[src/rtl/encoder83_serializer_pkg.sv]
// Shared definitions for the 8-to-3 encoder serializer: widths, state encoding
// and small bit-counting helpers.
package encoder83_serializer_pkg;

    localparam int N      = 8;
    localparam int CODE_W = 3;
    localparam int CNT_W  = 4;

    typedef enum logic {
        ST_IDLE   = 1'b0,
        ST_ENCODE = 1'b1
    } state_e;

    // Number of set bits in a request word (0..8 fits in CNT_W bits).
    function automatic logic [CNT_W-1:0] popcount8(input logic [N-1:0] v);
        logic [CNT_W-1:0] cnt;
        cnt = '0;
        for (int i = 0; i < N; i++) begin
            cnt = cnt + {{(CNT_W-1){1'b0}}, v[i]};
        end
        return cnt;
    endfunction

    function automatic logic [N-1:0] onehot8(input logic [CODE_W-1:0] code);
        logic [N-1:0] mask;
        mask = '0;
        mask[code] = 1'b1;
        return mask;
    endfunction

endpackage

[src/rtl/encoder83_serializer_pri_enc83.sv]
// Combinational 8-to-3 priority encoder: the lowest set bit wins.
// any_set is low (and code is 0) when the input word is all zeros.
module pri_enc83
    import encoder83_serializer_pkg::*;
(
    input  logic [N-1:0]      in_bits,
    output logic [CODE_W-1:0] code,
    output logic              any_set
);

    always_comb begin
        code    = '0;
        any_set = 1'b0;
        // Scan downward so the lowest set index is the last one written.
        for (int i = N - 1; i >= 0; i--) begin
            if (in_bits[i]) begin
                code    = CODE_W'(i);
                any_set = 1'b1;
            end
        end
    end

endmodule

[src/rtl/encoder83_serializer.sv]
// Accepts a multi-hot 8-bit word and streams the index of each set bit,
// lowest first, one code per valid/ready beat.
module encoder83_serializer
    import encoder83_serializer_pkg::*;
(
    input  logic              clk,
    input  logic              rst,
    input  logic              in_valid,
    output logic              in_ready,
    input  logic [N-1:0]      in_bits,
    output logic              out_valid,
    input  logic              out_ready,
    output logic [CODE_W-1:0] out_code,
    output logic              out_last,
    output logic [CODE_W-1:0] out_idx,
    output logic              busy,
    output logic              zero_err
);

    // Handshake rule for both ports: a transfer happens on a rising clk edge
    // where valid and ready are both high; the producer holds its payload
    // stable while valid is high and ready is low.

    state_e              state_q, state_d;
    logic [N-1:0]        pend_q, pend_d;
    logic [CODE_W-1:0]   idx_q, idx_d;
    logic                out_valid_q, out_valid_d;
    logic                busy_q, busy_d;
    logic                zero_err_q, zero_err_d;

    logic [CODE_W-1:0]   enc_code;
    logic                enc_any;
    logic [N-1:0]        clear_mask;
    logic                single_bit;
    logic                encoding;
    logic                in_fire;
    logic                out_fire;

    pri_enc83 u_pri_enc83 (
        .in_bits (pend_q),
        .code    (enc_code),
        .any_set (enc_any)
    );

    assign encoding   = (state_q == ST_ENCODE);
    assign clear_mask = onehot8(enc_code);
    assign single_bit = enc_any && (popcount8(pend_q) == CNT_W'(1));

    // Ready is forced low during reset so nothing is accepted on that edge.
    assign in_ready  = !rst && !encoding;
    assign in_fire   = in_valid && in_ready;
    assign out_fire  = out_valid_q && out_ready;

    assign out_valid = out_valid_q;
    assign busy      = busy_q;
    assign zero_err  = zero_err_q;
    assign out_code  = encoding ? enc_code : '0;
    assign out_last  = encoding && single_bit;
    assign out_idx   = encoding ? idx_q : '0;

    always_comb begin
        state_d     = state_q;
        pend_d      = pend_q;
        idx_d       = idx_q;
        out_valid_d = out_valid_q;
        busy_d      = busy_q;
        zero_err_d  = 1'b0;

        case (state_q)
            ST_IDLE: begin
                if (in_fire) begin
                    if (in_bits == '0) begin
                        zero_err_d = 1'b1;
                    end else begin
                        pend_d      = in_bits;
                        idx_d       = '0;
                        state_d     = ST_ENCODE;
                        out_valid_d = 1'b1;
                        busy_d      = 1'b1;
                    end
                end
            end
            ST_ENCODE: begin
                if (out_fire) begin
                    pend_d = pend_q & ~clear_mask;
                    if (single_bit) begin
                        // Final beat: counter returns to 0 so it reads 0 in IDLE.
                        idx_d       = '0;
                        state_d     = ST_IDLE;
                        out_valid_d = 1'b0;
                        busy_d      = 1'b0;
                    end else begin
                        idx_d = idx_q + CODE_W'(1);
                    end
                end
            end
            default: begin
                state_d     = ST_IDLE;
                pend_d      = '0;
                idx_d       = '0;
                out_valid_d = 1'b0;
                busy_d      = 1'b0;
            end
        endcase
    end

    always_ff @(posedge clk) begin
        if (rst) begin
            state_q     <= ST_IDLE;
            pend_q      <= '0;
            idx_q       <= '0;
            out_valid_q <= 1'b0;
            busy_q      <= 1'b0;
            zero_err_q  <= 1'b0;
        end else begin
            state_q     <= state_d;
            pend_q      <= pend_d;
            idx_q       <= idx_d;
            out_valid_q <= out_valid_d;
            busy_q      <= busy_d;
            zero_err_q  <= zero_err_d;
        end
    end

endmodule

[config.mk]
export PLATFORM = sky130hd
export DESIGN_NAME = encoder83_serializer
export DESIGN_NICKNAME = d
export VERILOG_FILES = /design/src/rtl/encoder83_serializer_pkg.sv /design/src/rtl/encoder83_serializer_pri_enc83.sv /design/src/rtl/encoder83_serializer.sv
export SDC_FILE = /design/constraint.sdc
export NUM_CORES = 1
export LEC_CHECK = 0
export CORE_MARGIN = 1.5
export CORE_UTILIZATION = 25
export CTS_CLUSTER_DIAMETER = 40
export DETAILED_ROUTE_END_ITERATION = 16
export RECOVER_POWER = 25
export SYNTH_ARGS = -nofsm -noshare
export SYNTH_HDL_FRONTEND = slang
export SYNTH_SLANG_ARGS = --single-unit
export TNS_END_PERCENT = 30
[constraint.sdc]
create_clock -name clk -period 3.42 [get_ports clk]
set_input_delay 0.513 -clock clk [delete_from_list [all_inputs] [get_ports clk]]
set_output_delay 0.513 -clock clk [all_outputs]
set_load 0.005 [all_outputs]
==> impl_metrics.json <==
{
  "critPathMaxFanout": 2,
  "htreeDepth": 1,
  "syn_area_per_cell_um2": 8.50,
  "slew_headroom_pct": 52.0,
  "nets": 182,
  "crit_path_cell_trace": "inv_2 -> fa_1 -> fa_1 -> fa_1 -> inv_1 -> ha_2 -> inv_2 -> fa_2 -> a211oi_2 -> mux2_4 -> nand4_1 -> nor2_2 -> buf_2",
  "antenna_found_initial": 0,
  "seqCellArea_um2": 284,
  "crit_type": "reg2out",
  "start_util_pct": 26.6,
  "grt_pass1_wl_mm": 4.38,
  "design.die.area_mm2": 0.00437,
  "violations": "setup timing",
  "viasPerCell": 4.94,
  "yosysMostFrequentCell": "inv_1",
  "synthFlopType": "dfxtp_1",
  "required_ps": 2910,
  "firstDrtPassIters": 4,
  "fmax_mhz": 258,
  "die_w_um": 66.1,
  "syn_inst": 117,
  "endpoint_kind": "primary output",
  "cts_tree": "built",
  "ant_nets": 0,
  "setup_viol": 6,
  "clk_latency_ps": 250,
  "syn_to_final_growth_pct": 52.6,
  "synthArstFlopShare_pct": 0,
  "wl_per_cell_um": 12.5,
  "powerDensity_mw_per_mm2": 420,
  "yosysTopAreaCell": "dfxtp_1",
  "gp_congestion": 0.820,
  "io-pin-count": 23,
  "drc": 0,
  "cts_sinks": 14,
  "setup_tns_ps": -2220,
  "synth-edff-count": 0,
  "worstSetupStartpointType": "flip-flop",
  "drt-total-wl_mm": 2.61,
  "peakVddDrop_mv": 0.125,
  "fin_cells": 209,
  "ys_seq_area_share_pct": 28.2,
  "grt_overflow": 0,
  "slowest_delay_ps": 550,
  "worst_pin_slew_ps": 713,
  "rsz0062_at_grt": "yes",
  "fin_crit_sh_pct": 113,
  "path_clk_slew_ps": 60,
  "dieHeight_um": 66.1,
  "ys_ff_latch": 14,
  "drt-initial-drc-count": 20,
  "clockBufferDepth": 2,
  "hp-class": "reg2reg",
  "ys.warnings.count": 0,
  "path_delay_family": "adder cells",
  "fp-row-count": 22,
  "yosysTopAreaCellShare_pct": 28.2,
  "fillers": 391,
  "numPortBuffers": 22,
  "multi_input_area_um2": 641,
  "crit_top_cell": "fa_1",
  "power_mw": 0.637,
  "place_ws_ps": -662,
  "max-cap-violations": 0,
  "core_area_mm2": 0.00374,
  "hold_viol": 0,
  "fin_ws_ps": -460,
  "vias": 1032,
  "dp.cells": 196,
  "synth_cell_types": 37,
  "crit_path_top_delay_cell": "fa_1",
  "antennaDiodeCount": 0,
  "layout_min_cycle_time_ps": 3880,
  "ys_top_cells_by_count": "inv_1, nand2_1, dfxtp_1",
  "p_leak_nw": 0.651,
  "grt_max_degree": 19,
  "netlist_area_um2": 995,
  "worst-path-buf-inv": 4,
  "place_hpwl_mm": 2.05,
  "synth_nets": 137,
  "whs_ps": 490,
  "cts_buffers": 3,
  "outcome": "finished, violations left",
  "crit_arrival_ps": 3370,
  "drive_gt1_share_pct": 31.7,
  "ys_top_cells_by_area": "dfxtp_1, fa_1, inv_1",
  "grt_pass1_vias": 973,
  "fin_skew_ps": 2.62,
  "drv_slew": 0,
  "clock-root-buffer": "clkbuf_8",
  "holdBufCountCts": 0,
  "grt_usage_pct": 13.2
}
-- tightest hold or removal path: cells and delay by family, from the launching register on --
kind	cells	cell delay [ps]
DFF	1	320
and+or+nand+nor	1	60
AOI/OAI and AO/OA	1	60
-- placed cells by master (no fill, tap or decap), types with 2 or more instances in the layout --
master / count
a21o_1: 2
a21oi_1: 7
a31oi_1: 2
a32o_2: 2
and2_1: 3
buf_4: 15
buf_6: 8
clkbuf_8: 4
clkdlybuf4s50_1: 17
dfxtp_1: 11
dfxtp_2: 3
dlygate4sd3_1: 4
fa_1: 3
ha_1: 3
inv_1: 13
inv_2: 3
nand2_1: 15
nand4_1: 3
nand4b_1: 2
nor2_1: 6
nor2b_1: 3
nor4_1: 2
nor4_2: 2
o31ai_1: 4
-- stage by stage --
stage	util, %	cell area, µm²
CTS	40.4	1510
global route	40.5	1520
detailed placement	36.3	1360
floorplan	-	1010
finish	40.5	1520
global placement	36.3	1360
-- layer usage --
| layer | vias up | global-route usage [%] | wire length, µm |
|---|---|---|---|
| li1 | 496 | - | - |
| met1 | 489 | 16.4 | 1130 |
| met2 | 40 | 21.6 | 1220 |
| met3 | 7 | 3.24 | 193 |
| met4 | 0 | 5.36 | 65 |
| met5 | - | 0 | 0 |
-- sequential cells by signal, summed over array words and instances (netlist names) --
| register | count |
|---|---|
| encoding | 1 |
| idx_q | 3 |
| busy | 1 |
| pend_q | 8 |
| zero_err | 1 |
-- cells by family (layout without fill, tap and decap cells) --
kind of cell,after synthesis,after routing,share of synthesized area [%]
muxes,1,1,1.13
buffers and inverters,21,65,9.81
and+or+nand+nor,44,44,26.0
AOI/OAI and AO/OA,29,29,21.8
DFF,14,14,28.2
adders and majority gates,8,8,13.1
-- path summary, 6_finish.rpt --
path	cells after the start	end	slack, ps	start
worst max-delay path	13	out_last	-460	pend_q[0]
worst min-delay path	2	idx_q[1]	490	idx_q[1]
worst max register to register	19	idx_q[0]	-430	pend_q[0]
worst min register to register	2	idx_q[1]	490	idx_q[1]
-- cell type report --
cell class	instances	area share, %
timing repair buffer	45	27.5
inverter	16	3.96
sequential	14	18.7
clock buffer	4	3.63
tap	48	3.96
multi-input combinational	82	42.2
-- what timing repair did --
item,in CTS,in global routing
resized for setup,15,1
buffers inserted,9,0
pin swaps,7,2
endpoints found under the setup margin,1,6
cloned,0,0
-- power breakdown --
| group | switching [mW] | total [mW] | internal (mW) |
|---|---|---|---|
| Clock | 0.0645 | 0.167 | 0.102 |
| Combinational | 0.121 | 0.287 | 0.166 |
| Sequential | 0.00851 | 0.183 | 0.175 |
(Power assumes the default switching activity.)
